<file path="src/rtl/integrador_v2.sv">
// integrador_v2: fixed-point integrator v <= sat16(v + ((a*dt) >>> FRAC)) using a 16-cycle shift-add multiplier
module integrador_v2 #(
  parameter int FRAC = 8
) (
  input  logic        clk,
  input  logic        rst,
  input  logic [15:0] a,
  input  logic [15:0] dt,
  input  logic        enable,
  output logic [15:0] v,
  output logic        busy
);
  typedef enum logic [1:0] {IDLE, MULT, ACC} state_t;
  state_t state_q, state_d;
  logic signed [15:0] a_q, a_d;
  logic [15:0] dt_q, dt_d;
  logic signed [32:0] prod_q, prod_d;
  logic [3:0] cnt_q, cnt_d;
  logic [15:0] v_q, v_d;
  logic busy_q, busy_d;
  logic start;
  logic signed [32:0] a_ext, addend, inc;
  logic signed [33:0] sum;
  logic [15:0] sat_v;
  always_ff @(posedge clk or negedge rst) begin
    if (!rst) begin
      state_q <= IDLE;
      a_q     <= '0;
      dt_q    <= '0;
      prod_q  <= '0;
      cnt_q   <= '0;
      v_q     <= '0;
      busy_q  <= 1'b0;
    end else begin
      state_q <= state_d;
      a_q     <= a_d;
      dt_q    <= dt_d;
      prod_q  <= prod_d;
      cnt_q   <= cnt_d;
      v_q     <= v_d;
      busy_q  <= busy_d;
    end
  end
  always_comb begin
    state_d = (state_q == IDLE) ? (enable ? MULT : IDLE) :
              (state_q == MULT) ? ((cnt_q == 4'd15) ? ACC : MULT) : IDLE;
  end
  // Sum is formed at 34 bits so the saturation test sees the true signed result.
  always_comb begin
    start  = (state_q == IDLE) && enable;
    a_ext  = {{17{a_q[15]}}, a_q};
    addend = a_ext <<< cnt_q;
    inc    = prod_q >>> FRAC;
    sum    = {{18{v_q[15]}}, v_q} + {inc[32], inc};
    sat_v  = (sum > 34'sd32767) ? 16'h7FFF : (sum < -34'sd32768) ? 16'h8000 : sum[15:0];
    a_d    = start ? a : a_q;
    dt_d   = start ? dt : dt_q;
    prod_d = start ? '0 : ((state_q == MULT) && dt_q[cnt_q]) ? prod_q + addend : prod_q;
    cnt_d  = start ? '0 : (state_q == MULT) ? cnt_q + 4'd1 : cnt_q;
    v_d    = (state_q == ACC) ? sat_v : v_q;
    busy_d = start ? 1'b1 : (state_q == ACC) ? 1'b0 : busy_q;
  end
  assign v    = v_q;
  assign busy = busy_q;
endmodule

</file>
<file path="config.mk">
export PLATFORM = sky130hd
export DESIGN_NAME = integrador_v2
export DESIGN_NICKNAME = d
export VERILOG_FILES = /design/src/rtl/integrador_v2.sv
export SDC_FILE = /design/constraint.sdc
export NUM_CORES = 1
export LEC_CHECK = 0
export CORE_UTILIZATION = 60
export CTS_BUF_LIST = sky130_fd_sc_hd__clkbuf_2 sky130_fd_sc_hd__clkbuf_4 sky130_fd_sc_hd__clkbuf_8
export DETAILED_ROUTE_END_ITERATION = 8
export DONT_BUFFER_PORTS = 1
export PLACE_DENSITY_LB_ADDON = 0.05
export SLEW_MARGIN = 20
export SYNTH_ARGS = -nofsm -noshare
export SYNTH_HDL_FRONTEND = slang
export SYNTH_SLANG_ARGS = --single-unit
</file>
<file path="constraint.sdc">
create_clock -name clk -period 5.6 [get_ports clk]
set_input_delay 1.12 -clock clk [delete_from_list [all_inputs] [get_ports clk]]
set_output_delay 1.12 -clock clk [all_outputs]
set_load 0.01 [all_outputs]
</file>
Word-level counts from Yosys, hierarchy flattened
Index checks and enable logic that the tools add are counted.
- register bits after elaboration: 88
- output and inout bits: 17
- $add $sub $neg: 3
- $lt $le $gt $ge: 3
- equal/unequal tests: 3
- shift-type cells: 1
- mux-type cells: 14
- reduce and logical (&&, ||, !) cells: 6
- operators with widths (cell ; number):
    $mux W33 ; 2
    $add A33 B33 Y33 ; 1
    $sshl A16 B4 Y33 ; 1
    $mux W16 ; 2
    $add A16 B25 Y26 ; 1
    $gt A26 B16 Y1 const B ; 1
    $lt A26 B16 Y1 const B ; 1
    $mux W4 ; 2
    $mux W2 ; 3
    $reduce_bool A2 Y1 ; 3
    $lt A4 B5 Y1 const B ; 1
    $add A4 B1 Y4 const B ; 1
    $bmux W1 S4 ; 1
    $eq A4 B4 Y1 const B ; 1
    $mux W1 ; 4
    $eq A2 B1 Y1 const B ; 1
    $eq A2 B2 Y1 const B ; 1
    $logic_and A1 B1 Y1 ; 2
    $logic_not A2 Y1 ; 1

Depth between registers and ports, before layout
- word-level depth: 5
- gate-level depth with buffers: 19
- depth with buffers taken out: 17

Worst setup path before layout
No wires, ideal clock.
- path kind: reg2reg
- start: reg cnt_q[1]
- end: reg prod_q[29]
- library setup time: 69 ps
- arrival time: 4184 ps
- setup slack: 1346 ps
- stages on the path, launching flop included: 19
- buffers on the path: 2
- clock period less this slack: 4254 ps
- cell sequence: dfrtp_1 -> buf_1 -> buf_1 -> mux2i_1 -> nor2_1 -> a31oi_1 -> nand2_1 -> o21ai_0 -> nor2_1 -> ha_1 -> a2111oi_0 -> o21ai_1 -> a32oi_1 -> or3b_2 -> a31oi_1 -> a211oi_1 -> nor2_1 -> or4_1 -> nand3_1
- cells in the longest elaborated chain, start to end: 4
- ends and longest elaborated chain (what ; RTL line ; text):
    start, declared ; 18 ; logic [3:0] cnt_q, cnt_d;
    start signal, assigned ; 39 ; cnt_q <= cnt_d;
    $sshl A16 B4 Y33 or $bmux W1 S4 (tied branches) ; 52, 58 ;
    $add A33 B33 Y33 or $mux W1 (tied branches) ; 58 ; prod_d = start ? '0 : ((state_q == MULT) && dt_q[cnt_q]) ? prod_q + addend : prod_q;
    $mux W33 or $logic_and A1 B1 Y1 (tied branches) ; 58 ;
    $mux W33 or $reduce_bool A2 Y1 (tied branches) ; - ;
    end signal, assigned ; 38 ; prod_q <= prod_d;
    end, declared ; 17 ; logic signed [32:0] prod_q, prod_d;
Several ways; a longest one is shown, not always the timed one. The select of a mux whose other input is x is not followed.
A chain may end at the register's enable or synchronous reset.

Worst setup path after layout
Same ends and word-level chain as after synthesis.

==> flow_metrics.py <==
metrics = {
    "run_status": {
        "run_status": "completed",
    },
    "grt": {
        "antenna_found_initial": 0,
        "grt_pass1_vias": 6351,
        "grt_pass1_wl_um": 30900,
        "grt_max_degree": 89,
        "gr-total-overflow": 0,
        "track_usage": 0.299,
    },
    "synth": {
        "ys_types": 78,
        "synth_top_cell_area_share": 0.292,
        "syn_inst": 910,
        "synthFlopType": "dfrtp_1",
        "synth.area.top_cells": "dfrtp_1 (29%), ha_1 (9.6%), nand2_1 (7.4%)",
        "ys_warn_count": 0,
        "async_reset_ff_frac": 1.00,
        "yosysMostFrequentCell": "nand2_1",
        "synth.largest_area_cell": "dfrtp_1",
        "synth_nets": 1005,
        "synth_edf_count": 0,
        "synth_area_per_cell_sq_um": 8.28,
        "syn-cell-area_sq_um": 7530,
        "synthTopCellsByCount": "nand2_1 (149), dfrtp_1 (88), o21ai_0 (76)",
        "synth-seq-area-share": 0.292,
        "ys_ff_latch": 88,
    },
    "setup_path": {
        "critPathMaxStageDelay_ns": 0.91,
        "critPathMaxFanout": 25,
        "crit_slowest_cell": "dfrtp_1",
        "crit_required_ns": 5.91,
        "critPathCaptureType": "flip-flop",
        "cp.arrival_ns": 5.05,
        "crit_top_cell": "nor2_1",
        "critPathKind": "reg2reg",
        "critPathLaunchType": "flip-flop",
        "crit_path_cell_trace": "mux2i_1 > nor2_1 > a31oi_1 > nand2_1 > o21ai_0 > nor2_1 > ha_1 > a2111oi_0 > o21ai_1 > a32oi_1 > or3b_2 > a31oi_1 > a211oi_1 > nor2_1 > or4_1 > nand3_1",
    },
    "clocking": {
        "numCtsBuffers": 9,
        "htree_num_levels": 3,
        "cts_resized": 0,
        "clk_pin_slew_ns": 0.10,
        "cts_max_path_buffers": 2,
        "clock_sinks": 88,
        "clk_latency_ns": 0.39,
        "cts_tree": "done",
        "postCtsSetupBuffers": 0,
        "cts_hold_buffers": 0,
        "cts-root-buf": "clkbuf_8",
    },
    "hold_path": {
        "hp-class": "in2async",
    },
    "die": {
        "die_h_um": 114,
        "dieArea_sq_um": 13000,
        "die_x_um": 114,
        "boundaryPins": 52,
        "fp-row-count": 40,
        "start_util": 0.622,
        "core_area_sq_um": 12100,
    },
    "timing": {
        "setup_viol_count_final": 0,
        "hold_viol_final": 0,
        "slew-limit-headroom": 0.277,
        "fmaxAchievable_ghz": 0.211,
        "layout_min_cycle_time_ns": 4.74,
        "worstMarginPinSlew_ns": 1.08,
        "setup-tns-final_ns": 0,
        "skew_ns": 0.0203,
        "rsz0062_at_grt": "false",
        "finalCritPeriodShare": 0.846,
        "slew_viol_final": 0,
    },
    "cells_and_area": {
        "antenna_cells": 0,
        "nets": 978,
        "fin_util": 0.643,
        "area_delta_synth_final_pct": 3.34,
        "final_layout_size_suffix_gt1_frac": 0.0845,
    },
    "placement": {
        "gp_congestion": 0.930,
        "dp_hpwl_um": 14000,
        "numPortBuffers": 0,
    },
    "detailed_routing": {
        "dr.pass1.iters": 5,
        "drt_iter0_markers": 332,
        "antenna_left": 0,
        "routed_wl_um": 18200,
        "post_drt_wl_per_cell_um": 17.3,
        "vias": 6558,
        "route.detailed.drc": 0,
        "vias_per_cell": 6.21,
    },
    "run": {
        "maxCapViolations": 0,
    },
}
==> logic make-up after synthesis <==
group                      synth area share
and+or+nand+nor                       0.212
AOI/OAI and AO/OA                     0.239
muxes                                0.0606
adders and majority gates             0.102
DFF                                   0.292
xor gates and xnor gates             0.0556
buffers and inverters                0.0382
==> area by class of cell <==
class | count | area (sq um)
Inverter | 16 | 60.1
Tap cell | 168 | 210
Clock inverter | 7 | 85.1
Sequential cell | 88 | 2200
Fill cell | 1085 | 4330
Clock buffer | 9 | 124
Multi-Input combinational cell | 761 | 5050
Timing Repair Buffer | 7 | 52.6
==> sequential cells by signal (all words and copies together) (netlist names) <==
| register | count |
|---|---|
| a_q | 16 |
| prod_q | 33 |
| cnt_q | 4 |
| dt_q | 16 |
| busy | 1 |
| state_q | 2 |
| v | 16 |
==> placed cells by master (no fill, tap or decap), types with 8 or more instances in the layout <==
cell type,count
nor3_1,10
xnor2_1,24
inv_1,16
o21ai_0,76
o22ai_1,8
mux2i_1,22
o22ai_2,12
a21oi_1,73
a211oi_1,12
nand2b_1,11
a31oi_1,9
a21o_1,18
nor2_1,69
dfrtp_1,88
ha_1,58
clkbuf_8,9
nor2b_1,10
nand2_1,148
xor2_1,22
mux4_2,8
nand3_1,39
o21a_1,11
==> per-layer routing <==
metal  global-route usage  vias to the layer above  share of wire
met1                0.390                     3105           0.45
met4               0.0840                        0          0.017
met2                0.520                      167           0.49
met3               0.0414                       25          0.036
li1                     -                     3261              -
met5                    0                        -              0
==> critical path, delay by kind of cell (launching register included) <==
kind | cells | cell delay, ns
adders and majority gates | 1 | 0.37
and+or+nand+nor | 7 | 1.09
AOI/OAI and AO/OA | 7 | 1.99
DFF | 1 | 0.91
muxes | 1 | 0.31
==> final timing paths <==
| path | from | end | slack (ns) | cells after the start |
|---|---|---|---|---|
| max in group asynchronous | rst | a_q[8] | 5.04 | 0 |
| worst min register to register | dt_q[15] | dt_q[15] | 0.49 | 2 |
| worst max register to register | cnt_q[1] | prod_q[29] | 0.86 | 16 |
| min in group clk | dt_q[15] | dt_q[15] | 0.49 | 2 |
| worst max-delay path | cnt_q[1] | prod_q[29] | 0.86 | 16 |
| worst min-delay path | rst | v[6] | 0.41 | 0 |
==> through the flow <==
step | instance area (sq um) | instances | hold slack (ns) | worst slack [ns]
after detailed placement | 7570 | 1040 | 0.466 | 0.973
after CTS | 7780 | 1056 | 0.392 | 0.948
after global placement | 7570 | 1040 | 0.461 | 1.10
after floorplan | 7530 | 910 | 0.440 | 1.35
final | 7780 | 1056 | 0.411 | 0.865
after global routing | 7780 | 1056 | 0.391 | 0.427
Power is left out: the tool's default activity adds up to more than one toggle a clock period on the data nets, which glitch-free logic cannot reach.
